<file path="src/rtl/proc_dbg_pkg.sv">
// Shared definitions for the processor debug capture tap: state encodings,
// default widths and the channel-index width helper.
package proc_dbg_pkg;

   localparam int DEF_NUM_CH = 10;
   localparam int DEF_DATA_W = 32;
   localparam int DEF_OUT_W  = 8;
   localparam int DEF_DLY_W  = 8;

   // Capture FSM encodings; these values appear directly on the state output
   typedef logic [1:0] dbgState_t;
   localparam dbgState_t ST_IDLE     = 2'd0;
   localparam dbgState_t ST_ARMED    = 2'd1;
   localparam dbgState_t ST_DELAY    = 2'd2;
   localparam dbgState_t ST_CAPTURED = 2'd3;

   // Channel index width, never narrower than one bit even for a single channel
   function automatic int chWidth(input int n);
      return (n <= 1) ? 1 : $clog2(n);
   endfunction

endpackage

</file>
<file path="src/rtl/proc_dbg_chan_mux.sv">
// Picks one probe word out of a flattened channel bus.
// An index at or beyond NUM_CH yields an all-zero word.
module proc_dbg_chan_mux
   import proc_dbg_pkg::*;
#(
   parameter int NUM_CH = DEF_NUM_CH,
   parameter int DATA_W = DEF_DATA_W,
   parameter int CH_W   = chWidth(NUM_CH)
) (
   input  logic [NUM_CH*DATA_W-1:0] bus_i,
   input  logic [CH_W-1:0]          idx_i,
   output logic [DATA_W-1:0]        word_o
);

   // Scan every channel; unmatched (out-of-range) indices leave the zero default
   always_comb begin
      word_o = '0;
      for (int k = 0; k < NUM_CH; k++) begin
         if (idx_i == CH_W'(k)) begin
            word_o = bus_i[k*DATA_W +: DATA_W];
         end
      end
   end

endmodule

</file>
<file path="src/rtl/proc_debug_tap.sv">
// N-channel debug capture tap between the core and the VIO/LED display.
// Arms on request, fires on a masked compare of one channel, snapshots all
// channels after a programmable delay and shows a live or frozen channel.
// Optional feature macro: PROC_DBG_CHANGE_CNT_EN adds per-channel
// saturating change counters on the chg_cnt output.
module proc_debug_tap
   import proc_dbg_pkg::*;
#(
   parameter int NUM_CH = DEF_NUM_CH,
   parameter int DATA_W = DEF_DATA_W,
   parameter int OUT_W  = DEF_OUT_W,
   parameter int DLY_W  = DEF_DLY_W,
   localparam int CH_W  = chWidth(NUM_CH)
) (
   input  logic                     clock,
   input  logic                     reset,
   input  logic [NUM_CH*DATA_W-1:0] probe_in,
   input  logic [CH_W-1:0]          sel,
   input  logic                     arm,
   input  logic                     clear,
   input  logic [CH_W-1:0]          trig_ch,
   input  logic [DATA_W-1:0]        trig_val,
   input  logic [DATA_W-1:0]        trig_mask,
   input  logic [DLY_W-1:0]         post_dly,
   output logic [1:0]               state,
   output logic                     captured,
   output logic [DATA_W-1:0]        snap_out,
   output logic [OUT_W-1:0]         led_out,
   output logic [31:0]              trig_cycle
`ifdef PROC_DBG_CHANGE_CNT_EN
   ,
   output logic [NUM_CH*16-1:0]     chg_cnt
`endif
);

   dbgState_t                state_q, state_d;
   logic [DLY_W-1:0]         dly_q, dly_d;
   logic [31:0]              cycleCnt_q;
   logic [31:0]              trigCycle_q, trigCycle_d;
   logic [NUM_CH*DATA_W-1:0] snap_q, snap_d;
   logic [DATA_W-1:0]        snapOut_q;
   logic [NUM_CH*DATA_W-1:0] srcBus;
   logic [DATA_W-1:0]        selWord;
   logic [DATA_W-1:0]        trigWord;
   logic                     trigMatch;

   // Display source: the frozen snapshot once captured, otherwise live probes
   assign srcBus = (state_q == ST_CAPTURED) ? snap_q : probe_in;

   proc_dbg_chan_mux #(
      .NUM_CH(NUM_CH),
      .DATA_W(DATA_W),
      .CH_W  (CH_W)
   ) u_selMux (
      .bus_i (srcBus),
      .idx_i (sel),
      .word_o(selWord)
   );

   proc_dbg_chan_mux #(
      .NUM_CH(NUM_CH),
      .DATA_W(DATA_W),
      .CH_W  (CH_W)
   ) u_trigMux (
      .bus_i (probe_in),
      .idx_i (trig_ch),
      .word_o(trigWord)
   );

   // Masked compare; compare settings are live, not latched at arm time
   assign trigMatch = (((trigWord ^ trig_val) & trig_mask) == '0);

   // Next-state logic; clear overrides everything and keeps capture results
   always_comb begin
      state_d     = state_q;
      dly_d       = dly_q;
      trigCycle_d = trigCycle_q;
      snap_d      = snap_q;
      case (state_q)
         ST_IDLE: begin
            if (arm) begin
               state_d = ST_ARMED;
            end
         end
         ST_ARMED: begin
            if (trigMatch) begin
               trigCycle_d = cycleCnt_q;
               if (post_dly == '0) begin
                  snap_d  = probe_in;
                  state_d = ST_CAPTURED;
               end else begin
                  dly_d   = post_dly;
                  state_d = ST_DELAY;
               end
            end
         end
         ST_DELAY: begin
            // dly_q reaching one means this is exactly post_dly cycles after the match
            if (dly_q == DLY_W'(1)) begin
               snap_d  = probe_in;
               state_d = ST_CAPTURED;
            end else begin
               dly_d = dly_q - DLY_W'(1);
            end
         end
         default: begin
         end
      endcase
      if (clear) begin
         state_d     = ST_IDLE;
         dly_d       = '0;
         trigCycle_d = trigCycle_q;
         snap_d      = snap_q;
      end
   end

   // State, delay, trigger timestamp, snapshot and registered display word
   always_ff @(posedge clock) begin
      if (reset) begin
         state_q     <= ST_IDLE;
         dly_q       <= '0;
         cycleCnt_q  <= '0;
         trigCycle_q <= '0;
         snap_q      <= '0;
         snapOut_q   <= '0;
      end else begin
         state_q     <= state_d;
         dly_q       <= dly_d;
         cycleCnt_q  <= cycleCnt_q + 32'd1;
         trigCycle_q <= trigCycle_d;
         snap_q      <= snap_d;
         snapOut_q   <= selWord;
      end
   end

   assign state      = state_q;
   assign captured   = (state_q == ST_CAPTURED);
   assign snap_out   = snapOut_q;
   assign led_out    = snapOut_q[OUT_W-1:0];
   assign trig_cycle = trigCycle_q;

`ifdef PROC_DBG_CHANGE_CNT_EN
   logic [NUM_CH*DATA_W-1:0] prevProbe_q;
   logic [NUM_CH*16-1:0]     chgCnt_q;
   logic                     armAccept;
   logic                     countEn;

   assign armAccept = (state_q == ST_IDLE) && arm && !clear;
   assign countEn   = (state_q == ST_ARMED) || (state_q == ST_DELAY);

   // Per-channel saturating count of cycles whose probe differs from the previous cycle
   always_ff @(posedge clock) begin
      if (reset) begin
         prevProbe_q <= '0;
         chgCnt_q    <= '0;
      end else begin
         prevProbe_q <= probe_in;
         for (int k = 0; k < NUM_CH; k++) begin
            if (armAccept) begin
               chgCnt_q[k*16 +: 16] <= '0;
            end else if (countEn &&
                         (probe_in[k*DATA_W +: DATA_W] != prevProbe_q[k*DATA_W +: DATA_W]) &&
                         (chgCnt_q[k*16 +: 16] != 16'hFFFF)) begin
               chgCnt_q[k*16 +: 16] <= chgCnt_q[k*16 +: 16] + 16'd1;
            end
         end
      end
   end

   assign chg_cnt = chgCnt_q;
`endif

endmodule
</file>
<file path="config.mk">
export PLATFORM = sky130hd
export DESIGN_NAME = proc_debug_tap
export DESIGN_NICKNAME = d
export VERILOG_FILES = /design/src/rtl/proc_dbg_pkg.sv /design/src/rtl/proc_dbg_chan_mux.sv /design/src/rtl/proc_debug_tap.sv
export SDC_FILE = /design/constraint.sdc
export NUM_CORES = 2
export LEC_CHECK = 0
export ABC_AREA = 1
export BUFFER_PORTS_ARGS = -buffer_cell sky130_fd_sc_hd__clkbuf_2
export CAP_MARGIN = 10
export CORE_ASPECT_RATIO = 1.4
export CORE_MARGIN = 2
export CORE_UTILIZATION = 55
export CTS_BUF_LIST = sky130_fd_sc_hd__clkbuf_4
export CTS_CLUSTER_SIZE = 24
export DETAILED_ROUTE_END_ITERATION = 16
export GPL_TIMING_DRIVEN = 0
export PLACE_DENSITY = 0.81
export SETUP_SLACK_MARGIN = 0.15
export SKIP_LAST_GASP = 1
export SLEW_MARGIN = 0
export SYNTH_ARGS = -nofsm -noshare
export SYNTH_HDL_FRONTEND = slang
export SYNTH_SLANG_ARGS = --single-unit
</file>
<file path="constraint.sdc">
create_clock -name clock -period 4.1 [get_ports clock]
set_clock_uncertainty 0.2 [all_clocks]
set_input_delay 1.025 -clock clock [delete_from_list [all_inputs] [get_ports clock]]
set_output_delay 1.025 -clock clock [all_outputs]
set_load 0.005 [all_outputs]
</file>
==> flow_summary.yaml <==
status:
  run_status: "finished with violations"
  violations: "setup timing"
place:
  pre_cts_ws_ps: -1538
  post-dp-hpwl_mm: 98.12
  gp_congestion: 1.098
  placed_cells: 5537
  port_buffers: 478
global_route:
  grt_use_met2: 0.7539
  grt_pass1_wl_mm: 186.9
  grt_use_met3: 0.1723
  track_usage: 0.5020
  grt_pass1_vias: 31420
  grt_busiest_layer: "met2"
  grt_antenna_before_repair: 32
  grt_start_max_net_pins: 15
  grt_use_met1: 0.5527
  gr-total-overflow: 0
synthesis:
  syn_avg_cell_area_um2: 5.937
  ys_types: 38
  synth_edf_count: 0
  synth_top_family_by_area: "simple AND/OR/NAND/NOR gates"
  ys_seq_elements: 426
  synth_flop_cell: "dfxtp_1"
  ys_seq_area_frac: 0.3239
  yosys_warnings: 0
  yosysTopAreaCell: "dfxtp_1"
  muxShareOfSynthArea: 0.0003801
  synth_area_um2: 26330
  synthSimpleGateAreaFrac: 0.3695
  ys_async_sr_fraction: 0
  syn-num-nets: 4846
  synth_top_area_frac: 0.3239
  synth_xor_area_frac: 0.003659
  synth_compound_area_frac: 0.1749
  synthTopCellsByArea: "dfxtp_1, nand2_1, nor2_1"
  synth_fa_ha_area_frac: 0.003326
  syn_inst: 4435
setup_path:
  required_ps: 4820
  slowest_delay_ps: 520
  crit_fanout: 10
  crit_path_top_delay_cell: "nor3_1"
  critical-path-top-delay-family: "buffers and inverters"
  worstPathCellList: "ha_1, clkbuf_4, clkbuf_4, inv_2, clkbuf_2, buf_1, o211ai_1, o211ai_1, nor3_1, o2111ai_1, nand2_1, inv_1"
  start_kind: "flop"
  cp_num_buf_inv: 6
  cp.arrival_ps: 4850
  end_kind: "flop"
  path_class: "reg -> reg"
timing:
  final_max_slew_viol_count: 0
  timing.fmax_mhz: 242.2
  final_critical_path_setup_slack_ps: -28.48
  hold_viol_final: 0
  fin_crit_sh: 1.007
  setup_tns_ps: -30.15
  finalSetupViolCount: 2
  slew-limit-headroom: 0.06848
  tightest_slew_ps: 1387
  rsz0062_at_grt: "no"
  min_period_ps: 4128
power:
  p_comb_frac: 0.251
  p_sw_frac: 0.3622
  p_int_uw: 6966
  powerDensity_nw_per_um2: 346.1
  max-vdd-ir-drop_mv: 0.2973
  clock_power_share: 0.333
  p_sw_uw: 3956
  total_power_uw: 10920
  leakage_uw: 0.01548
  p_seq_frac: 0.417
drt:
  wl_mm: 129.3
  wl_per_cell_um: 22.51
  remaining_drc_errors: 0
  dr_total_vias: 34410
  first_pass_iters: 12
  viasPerCell: 5.988
  drtIter0Drc: 4456
  ant_nets: 0
clock_network:
  clk_latency_ps: 1010
  clockRootBuffer: "clkbuf_4"
  cts_tree: "done"
  cts_sinks: 426
  cts_buffer_depth: 3
  htree_levels: 3
  cts_buffers: 106
  clk_pin_slew_worst_paths_ps: 80
final_layout:
  final_cell_mix: "nand2_1, nor2_1, clkbuf_2"
  instances_no_fill: 5746
  layout_commonest_cell: "nand2_1"
  drive_above_1_share: 0.1718
  fin_nets: 5438
  syn2layout_area_growth_pct: 19.83
run:
  cap_violations: 0
min_path:
  min_path_type: "in -> reg"
floorplan:
  die_w_um: 188.9
  pin_count: 479
  dieArea_um2: 49670
  die_h_um: 262.9
  core_um2: 47160
  std_cell_rows: 94
  start_util: 0.5583
-- routing by layer --
| layer | routed length (um) | up-vias | part of all wire |
|---|---|---|---|
| met2 | 54220 | 2792 | 0.42 |
| met1 | 42770 | 15250 | 0.33 |
| met5 | 202 | - | 0.0016 |
| li1 | - | 15530 | - |
| met3 | 17600 | 817 | 0.14 |
| met4 | 14530 | 24 | 0.11 |
-- state kept, by name, summed over array words and instances (netlist names) --
name	count
snap_q	320
cycleCnt_q	32
snap_out	32
trig_cycle	32
state	2
dly_q	8
-- repair_timing --
action / CTS / global route
setup buffers: 1 / 3
gates resized for setup: 94 / 153
pin swaps: 1 / 22
hold buffers: 0 / 0
hold endpoints to repair: 0 / 0
endpoints found under the setup margin: 394 / 380
cloned: 1 / 2
-- worst paths after layout --
check                     start       endpoint  slack, ps  cells after the start
setup reg to reg       state[0]   snap_out[19]        -30                     12
setup / recovery       state[0]   snap_out[19]        -30                     12
hold reg to reg   cycleCnt_q[0]  cycleCnt_q[0]        280                      1
hold / removal    probe_in[200]    snap_q[200]         80                      3
-- metrics by stage --
stage	hold slack, ps	cell area (um^2)	util
global placement	245.0	29500	0.6256
floorplan	230.0	26330	-
CTS	143.4	31050	0.6583
global route	127.7	31510	0.6682
finish	81.55	31550	0.6690
detailed placement	258.2	29500	0.6256
-- logic make-up (layout without fill, tap and decap cells) --
family / after synthesis / count (layout)
and+or+nand+nor: 2377 / 2378
muxes: 1 / 1
adders and majority gates: 7 / 7
other: 0 / 22
buffers and inverters: 825 / 1489
DFF: 426 / 426
xor gates and xnor gates: 11 / 11
AOI/OAI and AO/OA: 788 / 788
-- cell type report --
class | instances | area [um^2]
fill | 4757 | 15610
inverter | 496 | 1872
antenna | 22 | 55.05
multi-input combinational | 3185 | 14920
timing repair buffer | 484 | 2480
clock buffer | 151 | 1134
buffer | 328 | 1653
tap | 624 | 780.7
clock inverter | 30 | 126.4
sequential | 426 | 8528
-- power groups by stage --
stage / sequential, uW / combinational, uW / clock [uW]
after floorplan: 4600 / 1470 / 0
after global placement: 4630 / 2450 / 0
after detailed placement: 4630 / 2470 / 0
after CTS: 4540 / 2520 / 3570
after global routing: 4570 / 2910 / 3810
final: 4550 / 2740 / 3630
-- cells in the mapped netlist (all sizes together) (3+ instances only) --
cell and count:
buf 152, nand3 442, nor2 645, nand4 38
inv 496, o21ai 219, nand2 1169, o2111ai 32
nor3b 3, or2 11, dfxtp 426, a21oi 337
a211oi 65, xnor2 4, nor3 61, nor4 4
o211ai 97, ha 7, xor2 7, a22o 32
clkbuf 177
-- worst min-delay path: stages --
cell and delay [ps]:
clkbuf_2 100, nor2_1 40, nor2_1 80
Note: power is estimated with default switching activity, not from simulation.
